==> src/rtl/jogo_pkg.sv <==
// Shared definitions for the memory-game control unit and its datapath:
// state codes, timer lengths and the per-state control word.
package jogo_pkg;

  // 4-bit state codes, also decoded by the 7-segment state display
  localparam logic [3:0] ST_INICIAL        = 4'h0;
  localparam logic [3:0] ST_PREPARACAO     = 4'h1;
  localparam logic [3:0] ST_INICIO_RODADA  = 4'h2;
  localparam logic [3:0] ST_LE_MEMORIA     = 4'h3;
  localparam logic [3:0] ST_CARREGA_DADO   = 4'h4;
  localparam logic [3:0] ST_EXIBE          = 4'h5;
  localparam logic [3:0] ST_PROXIMO_EXIBE  = 4'h6;
  localparam logic [3:0] ST_FIM_EXIBE      = 4'h7;
  localparam logic [3:0] ST_ESPERA_JOGADA  = 4'h8;
  localparam logic [3:0] ST_REGISTRA       = 4'h9;
  localparam logic [3:0] ST_COMPARA        = 4'hA;
  localparam logic [3:0] ST_PROXIMA_JOGADA = 4'hB;
  localparam logic [3:0] ST_PROXIMA_RODADA = 4'hC;
  localparam logic [3:0] ST_FIM_ACERTOU    = 4'hD;
  localparam logic [3:0] ST_FIM_ERROU      = 4'hE;
  localparam logic [3:0] ST_FIM_TIMEOUT    = 4'hF;

  // Timer lengths in clock cycles, shared by the datapath counters
  localparam int M_TMR     = 500;
  localparam int M_TIMEOUT = 5000;

  typedef enum logic [3:0] {
    inicial        = ST_INICIAL,
    preparacao     = ST_PREPARACAO,
    inicio_rodada  = ST_INICIO_RODADA,
    le_memoria     = ST_LE_MEMORIA,
    carrega_dado   = ST_CARREGA_DADO,
    exibe          = ST_EXIBE,
    proximo_exibe  = ST_PROXIMO_EXIBE,
    fim_exibe      = ST_FIM_EXIBE,
    espera_jogada  = ST_ESPERA_JOGADA,
    registra       = ST_REGISTRA,
    compara        = ST_COMPARA,
    proxima_jogada = ST_PROXIMA_JOGADA,
    proxima_rodada = ST_PROXIMA_RODADA,
    fim_acertou    = ST_FIM_ACERTOU,
    fim_errou      = ST_FIM_ERROU,
    fim_timeout    = ST_FIM_TIMEOUT
  } estado_t;

  // Everything the control unit drives into the datapath and status outputs
  typedef struct packed {
    logic zera_r;
    logic zera_e;
    logic zera_s;
    logic zera_m;
    logic zera_tmr;
    logic registra_r;
    logic registra_m;
    logic conta_e;
    logic conta_s;
    logic conta_tmr;
    logic pronto;
    logic ganhou;
    logic perdeu;
    logic db_timeout;
  } controle_t;

  // Moore output table: the control word depends on the state alone
  function automatic controle_t decodifica_controle(input estado_t estado);
    controle_t c;
    c = '0;
    case (estado)
      preparacao: begin
        c.zera_r   = 1'b1;
        c.zera_e   = 1'b1;
        c.zera_s   = 1'b1;
        c.zera_m   = 1'b1;
        c.zera_tmr = 1'b1;
      end
      inicio_rodada: begin
        c.zera_e   = 1'b1;
        c.zera_tmr = 1'b1;
      end
      carrega_dado:   c.registra_m = 1'b1;
      exibe:          c.conta_tmr  = 1'b1;
      proximo_exibe: begin
        c.conta_e  = 1'b1;
        c.zera_tmr = 1'b1;
      end
      // Clearing the memory register here also restarts the timeout counter
      fim_exibe: begin
        c.zera_e   = 1'b1;
        c.zera_m   = 1'b1;
        c.zera_tmr = 1'b1;
      end
      registra:       c.registra_r = 1'b1;
      proxima_jogada: c.conta_e    = 1'b1;
      proxima_rodada: c.conta_s    = 1'b1;
      fim_acertou: begin
        c.pronto = 1'b1;
        c.ganhou = 1'b1;
      end
      fim_errou: begin
        c.pronto = 1'b1;
        c.perdeu = 1'b1;
      end
      fim_timeout: begin
        c.pronto     = 1'b1;
        c.perdeu     = 1'b1;
        c.db_timeout = 1'b1;
      end
      default: c = '0;
    endcase
    return c;
  endfunction

endpackage

==> src/rtl/unidade_controle_jogo_if.sv <==
// Bundle between the game control unit (master) and the datapath plus
// player/status side (slave).
interface unidade_controle_jogo_if;

  // Requests and datapath status flags
  logic iniciar;
  logic jogada_feita;
  logic chavesIgualMemoria;
  logic enderecoIgualSequencia;
  logic fimS;
  logic fimTMR;
  logic timeout;

  // Datapath control strobes
  logic zeraR;
  logic zeraE;
  logic zeraS;
  logic zeraM;
  logic zeraTMR;
  logic registraR;
  logic registraM;
  logic contaE;
  logic contaS;
  logic contaTMR;

  // Game result and debug
  logic       pronto;
  logic       ganhou;
  logic       perdeu;
  logic       db_timeout;
  logic [3:0] db_estado;

  modport master (
    input  iniciar, jogada_feita, chavesIgualMemoria, enderecoIgualSequencia,
           fimS, fimTMR, timeout,
    output zeraR, zeraE, zeraS, zeraM, zeraTMR, registraR, registraM,
           contaE, contaS, contaTMR, pronto, ganhou, perdeu, db_timeout,
           db_estado
  );

  modport slave (
    output iniciar, jogada_feita, chavesIgualMemoria, enderecoIgualSequencia,
           fimS, fimTMR, timeout,
    input  zeraR, zeraE, zeraS, zeraM, zeraTMR, registraR, registraM,
           contaE, contaS, contaTMR, pronto, ganhou, perdeu, db_timeout,
           db_estado
  );

endinterface

==> src/rtl/unidade_controle_jogo.sv <==
// Moore control unit of the memory game: shows the sequence of the current
// round, collects and checks the player's moves, and reports the result.
module unidade_controle_jogo
  import jogo_pkg::*;
(
  input logic                    clock,
  input logic                    reset,
  unidade_controle_jogo_if.master bus
);

  estado_t   estado_atual;
  estado_t   proximo_estado;
  controle_t controle;

  // State register; reset drops straight back to inicial
  always_ff @(posedge clock or posedge reset) begin
    if (reset)
      estado_atual <= inicial;
    else
      estado_atual <= proximo_estado;
  end

  // Next-state logic; requests arriving in states that do not look at them are dropped
  always_comb begin
    proximo_estado = estado_atual;
    case (estado_atual)
      inicial:        if (bus.iniciar) proximo_estado = preparacao;
      preparacao:     proximo_estado = inicio_rodada;
      inicio_rodada:  proximo_estado = le_memoria;
      le_memoria:     proximo_estado = carrega_dado;
      carrega_dado:   proximo_estado = exibe;
      exibe: begin
        if (bus.fimTMR)
          proximo_estado = bus.enderecoIgualSequencia ? fim_exibe : proximo_exibe;
      end
      proximo_exibe:  proximo_estado = le_memoria;
      fim_exibe:      proximo_estado = espera_jogada;
      espera_jogada: begin
        if (bus.jogada_feita)
          proximo_estado = registra;
        else if (bus.timeout)
          proximo_estado = fim_timeout;
      end
      registra:       proximo_estado = compara;
      compara: begin
        if (!bus.chavesIgualMemoria)
          proximo_estado = fim_errou;
        else if (!bus.enderecoIgualSequencia)
          proximo_estado = proxima_jogada;
        else if (bus.fimS)
          proximo_estado = fim_acertou;
        else
          proximo_estado = proxima_rodada;
      end
      proxima_jogada: proximo_estado = espera_jogada;
      proxima_rodada: proximo_estado = inicio_rodada;
      fim_acertou, fim_errou, fim_timeout: begin
        if (bus.iniciar) proximo_estado = preparacao;
      end
      default:        proximo_estado = inicial;
    endcase
  end

  // Output decode from the current state only
  always_comb begin
    controle = decodifica_controle(estado_atual);
  end

  assign bus.zeraR      = controle.zera_r;
  assign bus.zeraE      = controle.zera_e;
  assign bus.zeraS      = controle.zera_s;
  assign bus.zeraM      = controle.zera_m;
  assign bus.zeraTMR    = controle.zera_tmr;
  assign bus.registraR  = controle.registra_r;
  assign bus.registraM  = controle.registra_m;
  assign bus.contaE     = controle.conta_e;
  assign bus.contaS     = controle.conta_s;
  assign bus.contaTMR   = controle.conta_tmr;
  assign bus.pronto     = controle.pronto;
  assign bus.ganhou     = controle.ganhou;
  assign bus.perdeu     = controle.perdeu;
  assign bus.db_timeout = controle.db_timeout;
  assign bus.db_estado  = estado_atual;

endmodule

==> src/flat_wrapper.sv <==
// flat-port wrapper written by rule: the top's interface ports become plain ports
module unidade_controle_jogo_flat import jogo_pkg::*;
  (clock, reset, bus_iniciar, bus_jogada_feita, bus_chavesIgualMemoria, bus_enderecoIgualSequencia, bus_fimS, bus_fimTMR, bus_timeout, bus_zeraR, bus_zeraE, bus_zeraS, bus_zeraM, bus_zeraTMR, bus_registraR, bus_registraM, bus_contaE, bus_contaS, bus_contaTMR, bus_pronto, bus_ganhou, bus_perdeu, bus_db_timeout, bus_db_estado);
  unidade_controle_jogo_if bus_i ();
  input logic clock;
  input logic reset;
  input wire logic [$bits(bus_i.iniciar)-1:0] bus_iniciar;
  input wire logic [$bits(bus_i.jogada_feita)-1:0] bus_jogada_feita;
  input wire logic [$bits(bus_i.chavesIgualMemoria)-1:0] bus_chavesIgualMemoria;
  input wire logic [$bits(bus_i.enderecoIgualSequencia)-1:0] bus_enderecoIgualSequencia;
  input wire logic [$bits(bus_i.fimS)-1:0] bus_fimS;
  input wire logic [$bits(bus_i.fimTMR)-1:0] bus_fimTMR;
  input wire logic [$bits(bus_i.timeout)-1:0] bus_timeout;
  output wire logic [$bits(bus_i.zeraR)-1:0] bus_zeraR;
  output wire logic [$bits(bus_i.zeraE)-1:0] bus_zeraE;
  output wire logic [$bits(bus_i.zeraS)-1:0] bus_zeraS;
  output wire logic [$bits(bus_i.zeraM)-1:0] bus_zeraM;
  output wire logic [$bits(bus_i.zeraTMR)-1:0] bus_zeraTMR;
  output wire logic [$bits(bus_i.registraR)-1:0] bus_registraR;
  output wire logic [$bits(bus_i.registraM)-1:0] bus_registraM;
  output wire logic [$bits(bus_i.contaE)-1:0] bus_contaE;
  output wire logic [$bits(bus_i.contaS)-1:0] bus_contaS;
  output wire logic [$bits(bus_i.contaTMR)-1:0] bus_contaTMR;
  output wire logic [$bits(bus_i.pronto)-1:0] bus_pronto;
  output wire logic [$bits(bus_i.ganhou)-1:0] bus_ganhou;
  output wire logic [$bits(bus_i.perdeu)-1:0] bus_perdeu;
  output wire logic [$bits(bus_i.db_timeout)-1:0] bus_db_timeout;
  output wire logic [$bits(bus_i.db_estado)-1:0] bus_db_estado;
  assign bus_i.iniciar = bus_iniciar;
  assign bus_i.jogada_feita = bus_jogada_feita;
  assign bus_i.chavesIgualMemoria = bus_chavesIgualMemoria;
  assign bus_i.enderecoIgualSequencia = bus_enderecoIgualSequencia;
  assign bus_i.fimS = bus_fimS;
  assign bus_i.fimTMR = bus_fimTMR;
  assign bus_i.timeout = bus_timeout;
  assign bus_zeraR = bus_i.zeraR;
  assign bus_zeraE = bus_i.zeraE;
  assign bus_zeraS = bus_i.zeraS;
  assign bus_zeraM = bus_i.zeraM;
  assign bus_zeraTMR = bus_i.zeraTMR;
  assign bus_registraR = bus_i.registraR;
  assign bus_registraM = bus_i.registraM;
  assign bus_contaE = bus_i.contaE;
  assign bus_contaS = bus_i.contaS;
  assign bus_contaTMR = bus_i.contaTMR;
  assign bus_pronto = bus_i.pronto;
  assign bus_ganhou = bus_i.ganhou;
  assign bus_perdeu = bus_i.perdeu;
  assign bus_db_timeout = bus_i.db_timeout;
  assign bus_db_estado = bus_i.db_estado;
  unidade_controle_jogo u_core (.clock(clock), .reset(reset), .bus(bus_i));
endmodule
==> config.mk <==
export PLATFORM = sky130hd
export DESIGN_NAME = unidade_controle_jogo_flat
export DESIGN_NICKNAME = d
export VERILOG_FILES = /design/src/rtl/jogo_pkg.sv /design/src/rtl/unidade_controle_jogo_if.sv /design/src/rtl/unidade_controle_jogo.sv /design/src/flat_wrapper.sv
export SDC_FILE = /design/constraint.sdc
export NUM_CORES = 1
export LEC_CHECK = 0
export ABC_AREA = 1
export BUFFER_PORTS_ARGS = -buffer_cell sky130_fd_sc_hd__buf_2
export CAP_MARGIN = 25
export CORE_AREA = 2 2 39 41
export DETAILED_ROUTE_END_ITERATION = 16
export DIE_AREA = 0 0 41 43
export GPL_ROUTABILITY_DRIVEN = 0
export PLACE_DENSITY = 0.76
export SETUP_SLACK_MARGIN = 0.2
export SYNTH_ARGS = -nofsm -noshare
export SYNTH_HDL_FRONTEND = slang
export SYNTH_SLANG_ARGS = --single-unit
==> constraint.sdc <==
create_clock -name clock -period 2.1 [get_ports clock]
set_clock_uncertainty 0.15 [all_clocks]
set_input_delay 0.525 -clock clock [delete_from_list [all_inputs] [get_ports clock]]
set_output_delay 0.525 -clock clock [all_outputs]
set_load 0.02 [all_outputs]
==> summary.md <==
| Metric | Value |
|---|---|
| Status | finished, final reports clean |
| Endpoint, Worst Hold | u_core.bus.db_estado[1]$_DFFE_PP0P_ |
| First drt pass iteration count | 4 |
| CP max-delay cell | dfrtp_2 |
| Nets | ~150 |
| Reg2reg setup slack | 500 ps |
| Worst R2R Start | u_core.bus.db_estado[1]$_DFFE_PP0P_ |
| Critical Path AT | around 1200 ps |
| Sum Neg Setup Slack | 0 ps |
| Mapped Nets | approximately 100 |
| Library cells used by synthesis | 14 |
| Max Cap Viol | 0 |
| CP max stage delay | 460 ps |
| PwrDens | about 1500 nW/um^2 |
| Io pins | 27 |
| Slew headroom | between 80% and 90% |
| Max Clk Rate | approximately 0.53 GHz |
| Largest net degree at the start of global routing | 7 |
| H-tree Lvls | 1 |
| CTS clk-pin slew, worst paths | ~40 ps |
| Worst path cell trace | inv_2, nor2_4, nand2_2, nand3_1, buf_4 |
| Vias per inst | between 4 and 5 |
| WP data required | ~1400 ps |
| RSZ-0062 raised after global routing | true |
| GRT Total Usage | roughly a fifth |
| Max VDD drop | 0.000881 V |
| Site row count | 14 |
| Max FFs per register | 4 |
| Crit path time final | roughly 1900 ps |
| Layout cells sized above 1 | 54.0% |
| Power Total | about 1400 uW |
| Initial core utilization | a little over a third |
| Max FO, Critical Path | 6 |
| Hold Path Origin | bus_iniciar |
| Setup-failing EPs final | 0 |
| Vias | between 700 and 800 |
| Die height | about 43 um |
| Worst skew pair latency | about 230 ps |
| Hold Path Cell Cnt | 4 |
| Leak Pwr | 0.000522 uW |
| Seq cells post-synth | 4 |
| P&R area growth vs syn | 81.1% |
| R2R cell count | 8 |
| PortBufs | 26 |
| Slew @ Worst Pin | 233 ps |
| Post-Syn Instances | 94 |
| Clk sinks | 4 |
| Commonest non-fill, non-tap cell in the layout | nand2_1 |
| Fin. Hold Viols | 0 |
| Drt first-iter violations | 23 |
| Most frequent cells in the layout | nand2_1, buf_4, nor2_1 |
| DRT Wirelength | 1650 um |
| Initial antenna violation count | 0 |
| Post-layout util | between 60% and 70% |
| Die width | roughly 40 um |
| CTS tree | yes |
| Fin crit share | between 90 and 100% |
| Antenna diode count | 0 |
| Wire per inst | between 10 and 15 um |
| Setup slack after layout | roughly 200 ps |
| Post-place setup slack | 305 ps |
| Min-delay worst type | in2reg |
| Area of the mapped netlist | approximately 500 um^2 |
| CP Capture Type | primary output |
| Overflow after GRT | 0 |
| Reg-to-Reg End | u_core.bus.db_estado[2]$_DFFE_PP0P_ |
| Worst Path Class, Setup | reg2out |
| Hpwl dp | between 1000 and 1500 um |
| Startpoint Class | register |
| Area of the core | between 1000 and 1500 um^2 |
| Yosys Warn Count | 0 |
| Max-slew violations | 0 |
| Synth Area per Inst | about 5.3 um^2 |
| Num CTS Buffers | 3 |
| Clock buffer depth | 2 |
| Clk root buf | clkbuf_4 |
| Number of global-route vias before repair | 630 |
| DRT antenna net count | 0 |
| First-pass GRT wire length | about 2400 um |
| Residual DRC | 0 |
| DIE AREA | about 1800 um^2 |
| Sequential area share after synthesis | 20.2% |
## metal layers
metal	wire [um]	track usage, %	vias to the layer above	share of wire, %
li1	-	-	367	-
met5	0	0	-	0
met3	44	4.19	2	2.7
met1	699	20.9	340	42
met4	23	12.7	0	1.4
met2	884	33.1	17	54
## worst max-delay path, delay by kind of cell (launching register included)
family                 cells  cell delay, ps
flip-flops                 1             460
AND/OR/NAND/NOR            3             320
buffers and inverters      2             220
## through the flow
step | area, um^2 | hold slack [ps] | instances
after CTS | 763 | 450 | 146
after detailed placement | 643 | 256 | 135
after global placement | 643 | 254 | 135
after floorplan | 500 | 141 | 94
final | 900 | 469 | 153
after global routing | 900 | 475 | 153
## cell families after synthesis
logic type,Yosys count,share of synthesized area [%]
buffers and inverters,18,14.4
AND/OR/NAND/NOR,68,58.4
flip-flops,4,20.2
AO/OA/AOI/OAI,4,7.05
## cell type report
class	instances	area, um^2
Clock buffer	4	26.3
Fill cell	113	484
Inverter	17	68.8
Multi-Input combinational cell	72	380
Sequential cell	4	105
Tap cell	16	20.0
Timing Repair Buffer	40	299
## synthesized netlist by cell type
cell type	count	area share [%]
nand3_1	7	7.1
inv_1	11	8.3
o21ai_4	1	3.3
nand2_2	2	2.5
nand2_1	34	26
nor2_2	4	5.0
nor2_1	19	14
dfrtp_1	4	20
nand3b_1	1	1.5
buf_4	1	1.5
nor2_4	1	2.3
o21ai_0	2	2.0
inv_2	6	4.5
o21ai_2	1	1.8
## report_power, final
part | leakage [uW] | internal, uW | switching, uW | total [uW]
Sequential | 0.0000455 | 119 | 98.0 | 217
Clock | 0.0000150 | 71.3 | 31.6 | 103
Combinational | 0.000461 | 464 | 606 | 1070
## repair_timing
action,in CTS,in global routing
hold buffers,1,0
resized for setup,13,31
cloned,0,0
endpoints found under the setup margin,9,14
setup buffers,6,7
pin swaps,2,7
endpoints found under the hold margin,2,0
## worst max-delay path by stage
stage / from / end
6_report: u_core.bus.db_estado[2]$_DFFE_PP0P_ / bus_zeraE
5_1_grt: u_core.bus.db_estado[3]$_DFFE_PP0P_ / bus_db_timeout
4_1_cts: u_core.bus.db_estado[2]$_DFFE_PP0P_ / bus_pronto
3_5_place_dp: u_core.bus.db_estado[3]$_DFFE_PP0P_ / bus_contaE
3_3_place_gp: u_core.bus.db_estado[3]$_DFFE_PP0P_ / bus_contaE
2_1_floorplan: u_core.bus.db_estado[3]$_DFFE_PP0P_ / bus_contaE
Power figures use the tool's default switching activity.
